### config.mk
export PLATFORM = sky130hd
export DESIGN_NAME = nibble_serial_addsub
export DESIGN_NICKNAME = d
export VERILOG_FILES = /design/src/rtl/nibble_serial_addsub.sv
export SDC_FILE = /design/constraint.sdc
export NUM_CORES = 1
export LEC_CHECK = 0
export CAP_MARGIN = 5
export CORE_UTILIZATION = 35
export DETAILED_ROUTE_END_ITERATION = 7
export PLACE_DENSITY = 0.6
export SYNTH_ARGS = -nofsm -noshare
export SYNTH_HDL_FRONTEND = slang
export SYNTH_SLANG_ARGS = --single-unit
### constraint.sdc
create_clock -name clk -period 1.5 [get_ports clk]
set_input_delay 0.15 -clock clk [delete_from_list [all_inputs] [get_ports clk]]
set_output_delay 0.15 -clock clk [all_outputs]
set_load 0.03 [all_outputs]
### src/rtl/nibble_serial_addsub.sv
// Serial W-bit add/subtract engine: one nibble per clock through an external
// combinational 4-bit adder-subtractor slice, with valid/ready on both sides.
module nibble_serial_addsub #(
  parameter int NIBBLES = 4
) (
  input  logic                 clk,
  input  logic                 rst,
  input  logic                 in_valid,
  output logic                 in_ready,
  input  logic [4*NIBBLES-1:0] in_a,
  input  logic [4*NIBBLES-1:0] in_b,
  input  logic                 in_sub,
  output logic [3:0]           slice_a,
  output logic [3:0]           slice_b,
  output logic                 slice_cin,
  input  logic [3:0]           slice_sum,
  input  logic                 slice_carry,
  output logic                 out_valid,
  input  logic                 out_ready,
  output logic [4*NIBBLES-1:0] out_result,
  output logic                 out_carry,
  output logic                 out_overflow
);

  localparam int IW = (NIBBLES > 1) ? $clog2(NIBBLES) : 1;
  localparam logic [IW-1:0] LAST_IDX = IW'(NIBBLES - 1);

  typedef enum logic [1:0] {
    IDLE = 2'd0,
    RUN  = 2'd1,
    DONE = 2'd2
  } state_t;

  state_t                  state_q, state_d;
  logic [IW-1:0]           idx_q, idx_d;
  logic                    c_q, c_d;
  logic [NIBBLES-1:0][3:0] a_q, a_d;
  logic [NIBBLES-1:0][3:0] b_q, b_d;
  logic [NIBBLES-1:0][3:0] result_q, result_d;
  logic                    carry_q, carry_d;
  logic                    ovf_q, ovf_d;
  logic [3:0]              a_nib, b_nib;

  // Select the operand nibbles addressed by idx.
  always_comb begin
    a_nib = 4'd0;
    b_nib = 4'd0;
    for (int i = 0; i < NIBBLES; i++) begin
      a_nib = (idx_q == IW'(i)) ? a_q[i] : a_nib;
      b_nib = (idx_q == IW'(i)) ? b_q[i] : b_nib;
    end
  end

  // Next-state, datapath updates and slice drive.
  always_comb begin
    state_d   = state_q;
    idx_d     = idx_q;
    c_d       = c_q;
    a_d       = a_q;
    b_d       = b_q;
    result_d  = result_q;
    carry_d   = carry_q;
    ovf_d     = ovf_q;
    slice_a   = 4'd0;
    slice_b   = 4'd0;
    slice_cin = 1'b0;
    case (state_q)
      IDLE: begin
        if (in_valid) begin
          a_d     = in_a;
          b_d     = in_sub ? ~in_b : in_b;
          c_d     = in_sub;
          idx_d   = '0;
          state_d = RUN;
        end else begin
          state_d = IDLE;
        end
      end
      RUN: begin
        // Pre-inverting b by the carry cancels the slice's own XOR on cin.
        slice_a   = a_nib;
        slice_b   = b_nib ^ {4{c_q}};
        slice_cin = c_q;
        for (int i = 0; i < NIBBLES; i++) begin
          if (idx_q == IW'(i)) begin
            result_d[i] = slice_sum;
          end else begin
            result_d[i] = result_q[i];
          end
        end
        c_d   = slice_carry;
        idx_d = idx_q + IW'(1);
        if (idx_q == LAST_IDX) begin
          state_d = DONE;
          carry_d = slice_carry;
          ovf_d   = (a_q[NIBBLES-1][3] == b_q[NIBBLES-1][3]) &&
                    (slice_sum[3] != a_q[NIBBLES-1][3]);
        end else begin
          state_d = RUN;
        end
      end
      DONE: begin
        if (out_ready) begin
          state_d = IDLE;
        end else begin
          state_d = DONE;
        end
      end
      default: begin
        state_d = IDLE;
      end
    endcase
  end

  // State and datapath registers.
  always_ff @(posedge clk or posedge rst) begin
    if (rst) begin
      state_q  <= IDLE;
      idx_q    <= '0;
      c_q      <= 1'b0;
      a_q      <= '0;
      b_q      <= '0;
      result_q <= '0;
      carry_q  <= 1'b0;
      ovf_q    <= 1'b0;
    end else begin
      state_q  <= state_d;
      idx_q    <= idx_d;
      c_q      <= c_d;
      a_q      <= a_d;
      b_q      <= b_d;
      result_q <= result_d;
      carry_q  <= carry_d;
      ovf_q    <= ovf_d;
    end
  end

  assign in_ready     = (state_q == IDLE);
  assign out_valid    = (state_q == DONE);
  assign out_result   = result_q;
  assign out_carry    = carry_q;
  assign out_overflow = ovf_q;

endmodule

==> results of run 1 <==
-- power by group through the flow --
stage | combinational, mW | clock [mW] | sequential [mW]
5_1_grt | 6.64 | 1.11 | 2.82
6_report | 6.19 | 1.02 | 2.72
4_1_cts | 5.80 | 1.05 | 2.71
3_5_place_dp | 5.43 | 0 | 2.70
2_1_floorplan | 3.37 | 0 | 3.07
3_3_place_gp | 5.35 | 0 | 2.67
-- per-stage QoR --
stage	setup TNS (ns)	area (um2)
floorplan	-1.531	2890
global placement	-4.762	3767
detailed placement	-6.196	3767
CTS	-5.561	4038
global route	-8.885	4230
finish	-6.285	4230
-- cell families after synthesis --
family / count (synthesis) / share of synthesized area
AOI/OAI and AO/OA: 47 / 0.1064
xor gates and xnor gates: 16 / 0.05114
adders and majority gates: 4 / 0.01827
buffers and inverters: 30 / 0.05799
DFF: 55 / 0.5023
muxes: 21 / 0.1009
and+or+nand+nor: 91 / 0.1630
-- flip-flops by register name (all words and copies together) (netlist names) --
name,cells
b_q,16
out_carry,1
out_result,16
idx_q,2
out_overflow,1
a_q,16
c_q,1
state_q,2
-- how the worst max path moves through the flow --
stage	from	slack, ns	to	cells past startpoint
6_report	idx_q[0]$_DFFE_PP0P_	-0.62	slice_b[2]	7
5_1_grt	idx_q[0]$_DFFE_PP0P_	-0.72	slice_b[2]	7
4_1_cts	idx_q[0]$_DFFE_PP0P_	-0.64	slice_b[2]	7
3_5_place_dp	idx_q[0]$_DFFE_PP0P_	-0.47	slice_b[2]	5
3_3_place_gp	idx_q[0]$_DFFE_PP0P_	-0.41	slice_b[2]	5
2_1_floorplan	idx_q[0]$_DFFE_PP0P_	-0.31	slice_b[0]	7
-- layer usage --
metal,vias to the layer above,global-route usage
li1,1060,-
met1,1013,0.2136
met2,47,0.2715
met3,6,0.03704
met4,0,0.04032
met5,-,0
-- worst max-delay path, delay by kind of cell (launching register included) --
family / cells / cell delay [ns]
AOI/OAI and AO/OA: 1 / 0.24
adders and majority gates: 1 / 0.19
buffers and inverters: 3 / 0.35
DFF: 1 / 0.46
muxes: 1 / 0.28
and+or+nand+nor: 1 / 0.14
-- cell type report --
| class | count | area share |
|---|---|---|
| flip-flops and latches | 55 | 0.3262 |
| inverters | 13 | 0.01272 |
| repair buffers | 100 | 0.2464 |
| clock buffers | 6 | 0.01952 |
| clock inverters | 2 | 0.008282 |
| multi-input cells | 179 | 0.3576 |
| well taps | 99 | 0.02928 |
-- cells in the final DEF (no fill, tap or decap), types with 5 or more instances in the layout --
cell,n
o21ai_1,9
nand3b_1,8
dlygate4sd2_1,10
dfrtp_1,52
dlymetal6s2s_1,8
o21ai_0,10
buf_6,16
o21ai_2,5
inv_1,10
buf_4,19
xnor2_1,12
mux2_4,12
mux2_2,5
nand2_1,54
clkdlybuf4s50_1,41
a21oi_1,5
nand2_2,9
clkbuf_8,6
-- repair_timing --
action                                  CTS  global route
pin swaps                                 4             4
resized for setup                        49            42
endpoints found under the setup margin   35            62
gates cloned                              0             2
setup buffers                             4             3
==> run_results.csv, run 1 <==
group,metric,value,unit
status,outcome,"finished, violations left",
status,violations,"negative setup slack",
setup_path,path_cells,"inv_4 > ha_4 > nor3b_1 > buf_4 > a221oi_4 > mux2i_4 > buf_6",
setup_path,crit_arrival,1.97,ns
final_layout,register_area,1380,um2
timing,rsz0062_at_grt,"true",
power,p_total,9.932,mW
routing,wl_per_cell,14.27,um
flow_run,maxCapViolCount,0,
routing,postRouteAntennaNets,0,
synth,ys_ff_latch,55,
synth,syn_area,2740,um2
setup_path,worstSetupPathType,"reg2out",
final_layout,drive_gt1_frac,0.3127,
final_layout,multi_input_area,1513,um2
power,netSwitchingFraction,0.4196,
timing,fin_ws,-0.6229,ns
cts,root_buffer,"clkbuf_8",
timing,hold_violations,0,
grt,grt_max_degree,56,
grt,grt_pass1_wl,10.57,mm
timing,fmax,0.4711,GHz
synth,yosysTopAreaCellShare,0.5023,
final_layout,final_cells,454,
floorplan,ioPinCount,71,
final_layout,nets,400,
timing,clock_skew,0.004889,ns
floorplan,die_y,90.48,um
grt,grt_use_total,0.1630,
routing,top_layer,"met4",
routing,m1WireLength,2.978,mm
placed_design,portBuffers,70,
routing,dr.pass1.iters,4,
setup_path,cp.required,1.35,ns
timing,setup_viol,41,
timing,slew_viol_final,0,
routing,drt_iter0_drc,48,
placed_design,place_congestion,0.7358,
cts,tritoncts,"built",
setup_path,reg2reg_depth,5,
power,p_sw,4.167,mW
synth,synthArstFlopShare,1.000,
power,ir_worst_vdd,1682,uV
floorplan,initial_core_util,0.3699,
power,p_int,5.764,mW
synth,yosys_warnings,0,
cts,cts_buffers,5,
timing,finalCriticalPeriod,2.123,ns
routing,avgViaCountPerCell,4.683,
power,p_leak,1.943,nW
min_path,hp-class,"in2async",
setup_path,cp_slowest_cell,"dfrtp_2",
placed_design,dp_hpwl,4.535,mm
synth,synth_ff_type,"dfrtp_1",
grt,grt_pass1_vias,2180,
floorplan,die_area,8187,um2
timing,min_period_over_period,1.415,
grt,antenna_found_initial,0,
final_layout,fillers,643,
final_layout,syn2layout_area_growth,54.38,%
setup_path,reg2reg_from,"idx_q[0]$_DFFE_PP0P_",
synth,netlist_instances,264,
cts,htree_levels,2,
routing,route.met2.wl,3.193,mm
timing,worst_slew_margin_rel,0.6861,
placed_design,dp_slack,-0.4671,ns
timing,worst_pin_slew,0.4708,ns
synth,synth_edf_count,0,
synth,ys_top_cells_by_count,"64 x nand2_1, 55 x dfrtp_1, 24 x o21ai_0",
power,power_frac_seq,0.273,
synth,syn_nets,310,
synth,synth_top_area_cell,"dfrtp_1",
cts,clkSinkCount,55,
cts,clock_latency,0.31,ns
setup_path,critPathMaxStageDelay,0.46,ns
routing,routed_wl,6.477,mm
synth,synth_area_leaders,"dfrtp_1 50%, nand2_1 8.8%, mux2_4 6.6%, o21ai_0 4.4%, xnor2_1 3.8%",
setup_path,cp-end-kind,"output port",
power,powerDensity,2348,nW/um2
placed_design,dp.cells,438,
power,clkPwrFrac,0.103,
routing,vias,2126,
floorplan,die_w,90.48,um
synth,ys_seq_area_frac,0.5023,
setup_path,path_max_fanout,9,
cts,clk_pin_slew,0.09,ns
setup_path,startpoint_type,"flop",
setup_path,rrSetupSlack,-0.10,ns
final_layout,diodes,0,
synth,synth.most_common_cell,"nand2_1",
final_layout,fin_util,0.5710,
timing,hold_slack,0.2138,ns
synth,avgSynthCellArea,10.38,um2
power,combPwrFrac,0.623,
floorplan,num_rows,31,
grt,overflow,0,
routing,dr_wl_met3,245,um
routing,drc,0,
setup_path,reg2reg_to,"out_result[15]$_DFFE_PP0P_",
synth,yosysUniqueCellTypes,32,
cts,hold_buffers,0,
floorplan,coreArea,7408,um2
cts,clk_path_buf_depth,2,
Note: power is estimated with default switching activity, not from simulation.
==> run 2, diff against run 1 <==
- ABC_CLOCK_PERIOD_IN_PS: unset -> 1500
- CORE_ASPECT_RATIO: unset -> 0.5
==> run 2 against run 1 <==
The run still ends with negative setup slack left. Critical path depth is 1 lower. Cell area increased by 0.30%. Utilization is 0.22 points lower. Setup slack better by 0.0091 ns. Largest power group unchanged. Register-to-register slack about the same. Clock-buffer cell count did not move. Routed wire length is 2.0% higher. Sequential share of layout area is 0.096 points lower. Clock power up 27%. Power is 3.4% higher.
==> run_results.csv, run 2 (synthesis gave the netlist of run 1 again) <==
group,metric,value,unit
routing,avgViaCountPerCell,4.684,
cts,clk_path_buf_depth,2,
floorplan,initial_core_util,0.3673,
setup_path,cp-end-kind,"output port",
final_layout,final_cell_mix,"63 x nand2_1, 52 x dfrtp_1, 42 x clkdlybuf4s50_1",
flow_run,maxCapViolCount,0,
cts,root_buffer,"clkbuf_16",
setup_path,path_max_fanout,9,
cts,clkSinkCount,55,
final_layout,diodes,0,
timing,slew_viol_final,0,
cts,clk_pin_slew,0.07,ns
final_layout,drive_gt1_frac,0.2707,
power,ir_worst_vdd,1441,uV
timing,hold_violations,0,
timing,rsz0062_at_grt,"true",
final_layout,final_common_cell,"nand2_1",
grt,grt_pass1_vias,2271,
cts,cts_buffers,5,
timing,setup_viol,14,
setup_path,crit_arrival,1.96,ns
power,p_leak,2.023,nW
floorplan,num_rows,22,
cts,tritoncts,"built",
floorplan,die_w,127.1,um
timing,clock_skew,0.006565,ns
grt,grt_use_total,0.1741,
routing,drt_iter0_drc,90,
routing,drc,0,
min_path,hp-class,"in2async",
cts,clock_latency,0.29,ns
timing,worst_pin_slew,0.5545,ns
placed_design,place_congestion,0.7882,
grt,overflow,0,
grt,grt_max_degree,31,
routing,vias,2150,
floorplan,ioPinCount,71,
setup_path,cp.required,1.35,ns
final_layout,nets,397,
cts,htree_levels,2,
grt,grt_pass1_wl,11.05,mm
routing,routed_wl,6.608,mm
setup_path,worstSetupPathType,"reg2out",
status,outcome,"finished, violations left",
timing,fin_ws,-0.6139,ns
power,powerDensity,2422,nW/um2
timing,fmax,0.4731,GHz
timing,min_period_over_period,1.409,
timing,worst_slew_margin_rel,0.6303,
status,violations,"negative setup slack",
cts,hold_buffers,0,
final_layout,design_area,4243,um2
floorplan,coreArea,7460,um2
power,p_total,10.27,mW
routing,postRouteAntennaNets,0,
placed_design,dpl_cell_area,3836,um2
floorplan,die_y,64.57,um
placed_design,dp_hpwl,4.941,mm
final_layout,syn2layout_area_growth,54.84,%
placed_design,portBuffers,70,
timing,finalCriticalPeriod,2.114,ns
routing,wl_per_cell,14.40,um
grt,antenna_found_initial,0,
routing,dr.pass1.iters,4,
floorplan,die_area,8208,um2
setup_path,startpoint_type,"flop",
run 2: cell count changes in the layout (fill, tap and decap cells not counted), sizes merged:
cell / previous run / this run
buf: 38 / 37
dlygate4sd2: 10 / 1
clkinv: 1 / 0
clkbuf: 8 / 7
clkdlybuf4s50: 41 / 42
clkdlybuf4s15: 1 / 0
dlymetal6s2s: 8 / 16
run 2: area by class of cell:
class / instances / area, um2
fill: 634 / 3217
multi-input combinational: 179 / 1476
sequential: 55 / 1380
timing repair buffer: 97 / 1044
tap: 108 / 135.1
clock buffer: 6 / 128.9
inverter: 13 / 48.80
clock inverter: 1 / 30.03
run 2: report_power, final:
group / internal, mW / switching [mW] / total [mW]
clock: 0.780 / 0.516 / 1.30
sequential: 2.23 / 0.453 / 2.68
combinational: 3.14 / 3.16 / 6.30
total: 6.15 / 4.13 / 10.3
run 2: timing repair:
item                                    4_1_cts  5_1_grt
gates resized for setup                      37       25
endpoints found under the setup margin       28       49
pin swaps                                     4        3
setup buffers                                 1        5
run 2: through the flow:
stage | util | setup slack (ns) | TNS [ns] | hold WS [ns] | instances
floorplan | - | -0.3062 | -1.531 | 0.2554 | 264
global placement | 0.5143 | -0.3230 | -3.430 | 0.4626 | 446
detailed placement | 0.5143 | -0.4018 | -4.912 | 0.4625 | 446
CTS | 0.5580 | -0.6259 | -5.382 | 0.1800 | 454
global route | 0.5688 | -0.6969 | -6.390 | 0.2015 | 459
finish | 0.5688 | -0.6139 | -5.239 | 0.1741 | 459
run 2: final timing paths:
| check | start | end | slack [ns] | cells after the start |
|---|---|---|---|---|
| worst min register to register | a_q[1]$_DFFE_PP0P_ | a_q[1]$_DFFE_PP0P_ | 0.48 | 2 |
| min in group clk | in_a[14] | a_q[14]$_DFFE_PP0P_ | 0.38 | 3 |
| worst max-delay path | idx_q[0]$_DFFE_PP0P_ | slice_b[3] | -0.61 | 6 |
| worst max register to register | idx_q[1]$_DFFE_PP0P_ | out_carry$_DFFE_PP0P_ | -0.10 | 6 |
| max in group asynchronous | rst | b_q[7]$_DFFE_PP0P_ | 0.85 | 3 |
| worst min-delay path | rst | out_result[15]$_DFFE_PP0P_ | 0.17 | 2 |
run 2: routing by layer:
metal	wire, um	up-vias	global-route usage
met3	252	6	0.04046
met1	3176	1041	0.2258
met2	3108	50	0.2946
met4	72	0	0.04613
met5	0	-	0
li1	-	1053	-
run 2: worst max-delay path, cell delays in order, from the launching register on:
cell      delay (ns)
dfrtp_2         0.46
inv_2           0.12
ha_4            0.21
a211oi_1        0.10
a221oi_4        0.34
mux2i_4         0.30
buf_12          0.14
==> run 3, diff against run 2 <==
--- a/config.mk
+++ b/config.mk
@@ -7,3 +7,2 @@
 export LEC_CHECK = 0
-export ABC_CLOCK_PERIOD_IN_PS = 1500
 export CAP_MARGIN = 5
@@ -12,2 +11,3 @@
 export DETAILED_ROUTE_END_ITERATION = 7
+export MAX_ROUTING_LAYER = met4
 export PLACE_DENSITY = 0.6
--- a/constraint.sdc
+++ b/constraint.sdc
@@ -3,2 +3,2 @@
 set_output_delay 0.15 -clock clk [all_outputs]
-set_load 0.03 [all_outputs]
+set_load 0.01 [all_outputs]
==> run 3 against run 2 <==
The run still ends with negative setup slack left. Register-to-register slack gained 0.02 ns. Maximum frequency is 4.1% higher. Non-clock buffer count grew 2. Global-route usage is 0.80 points higher. First-iteration DRC count down 20%. Hold slack better by 0.045 ns. Cell count grew 0.87%. Largest cell class is now flip-flops and latches. Sequential share of layout area up 2.1 points. Cell area is 6.2% lower. Setup slack gained 0.083 ns. Via count rose by 1.3%. Clock skew shrank 0.0012 ns.
==> run_results.csv, run 3 (synthesis gave the netlist of run 1 again) <==
group,metric,value,unit
status,outcome,"finished, violations left",
status,violations,"negative setup slack",
cts,cts_buffers,5,
setup_path,cp-end-kind,"output port",
timing,finalCriticalPeriod,2.031,ns
floorplan,die_y,64.57,um
power,ir_worst_vdd,1052,uV
final_layout,diodes,0,
final_layout,final_cells,463,
placed_design,place_congestion,0.7896,
final_layout,syn2layout_area_growth,45.21,%
setup_path,critPathTopFamily,"flip-flops",
grt,grt_pass1_vias,2270,
timing,hold_violations,0,
final_layout,fin_util,0.5334,
cts,root_buffer,"clkbuf_16",
final_layout,final_cell_mix,"63 x nand2_1, 59 x clkdlybuf4s50_1, 54 x dfrtp_1",
cts,htree_levels,2,
placed_design,dpl_cell_area,3650,um2
timing,worst_slew_margin_rel,0.7438,
grt,antenna_found_initial,0,
setup_path,path_cells,"ha_4 > buf_6 > nand3b_1 > a221o_1 > a21oi_2 > buf_2",
routing,m1WireLength,3.220,mm
placed_design,dp_slack,-0.7224,ns
routing,drt_iter0_drc,72,
final_layout,final_common_cell,"nand2_1",
min_path,hp-class,"in2async",
routing,top_layer,"met4",
grt,grt_pass1_wl,11.25,mm
floorplan,coreArea,7460,um2
setup_path,path_max_fanout,9,
timing,fin_tns_setup,-4.629,ns
cts,clkSinkCount,55,
cts,tritoncts,"built",
setup_path,critPathMaxStageDelay,0.47,ns
floorplan,initial_core_util,0.3673,
routing,postRouteAntennaNets,0,
timing,slew_viol_final,0,
power,powerDensity,2144,nW/um2
setup_path,cp_slowest_cell,"dfrtp_2",
routing,vias,2177,
power,p_total,8.532,mW
floorplan,die_area,8208,um2
cts,hold_buffers,0,
cts,clk_pin_slew,0.07,ns
cts,clock_latency,0.29,ns
routing,dr_wl_met3,296,um
floorplan,ioPinCount,71,
grt,grt_max_degree,56,
timing,worst_pin_slew,0.3834,ns
routing,routed_wl,6.839,mm
routing,dr.pass1.iters,5,
setup_path,crit_buf_inv,2,
routing,route.met2.wl,3.287,mm
floorplan,die_w,127.1,um
final_layout,design_area,3979,um2
timing,fmax,0.4923,GHz
timing,clock_skew,0.005377,ns
routing,avgViaCountPerCell,4.702,
timing,rsz0062_at_grt,"true",
timing,hold_slack,0.2186,ns
floorplan,num_rows,22,
grt,overflow,0,
timing,setup_viol,21,
routing,wl_per_cell,14.77,um
cts,clk_path_buf_depth,2,
placed_design,dp_hpwl,4.547,mm
setup_path,crit_arrival,1.88,ns
timing,min_period_over_period,1.354,
power,p_leak,1.812,nW
grt,grt_use_total,0.1821,
timing,fin_ws,-0.5312,ns
final_layout,nets,400,
placed_design,dp.cells,442,
setup_path,startpoint_type,"flop",
flow_run,maxCapViolCount,0,
setup_path,worstSetupPathType,"reg2out",
final_layout,drive_gt1_frac,0.2563,
setup_path,cp.required,1.35,ns
placed_design,portBuffers,70,
routing,drc,0,
[run 3: worst paths after layout]
kind / cells past startpoint / startpoint / slack (ns) / to
worst min register to register: 2 / a_q[0]$_DFFE_PP0P_ / 0.48 / a_q[0]$_DFFE_PP0P_
max in group asynchronous: 3 / rst / 1.00 / idx_q[0]$_DFFE_PP0P_
min in group clk: 3 / in_a[12] / 0.38 / a_q[12]$_DFFE_PP0P_
worst max-delay path: 6 / idx_q[0]$_DFFE_PP0P_ / -0.53 / slice_a[1]
worst min-delay path: 3 / rst / 0.22 / out_result[6]$_DFFE_PP0P_
worst max register to register: 5 / idx_q[0]$_DFFE_PP0P_ / -0.08 / out_result[12]$_DFFE_PP0P_
[run 3: per-layer routing]
metal	global-route usage	vias to the layer above
met5	-	-
met4	0.03571	0
met3	0.03881	4
met2	0.3111	56
met1	0.2259	1058
li1	-	1059
[run 3: report_power, final]
part           switching, mW  internal (mW)
registers              0.449           2.22
clock network          0.515          0.619
logic                   2.20           2.53
total                   3.16           5.37
[run 3: tightest hold or removal path, stage by stage]
cell and delay (ns):
clkdlybuf4s50_1 0.41, inv_2 0.07, buf_12 0.26
[run 3: what timing repair did]
action / CTS / global route
hold endpoints to repair: 0 / 0
pin swaps: 5 / 5
setup buffers: 5 / 6
gates resized for setup: 54 / 15
cloned: 1 / 1
setup endpoints to repair: 30 / 24
[run 3: layout make-up]
cell class	count	area (um2)
fillers	688	3481
clock buffers	7	132.6
inverters	13	51.30
flip-flops and latches	55	1378
well taps	108	135.1
multi-input cells	180	1360
repair buffers	99	917.1
clock inverters	1	5.005
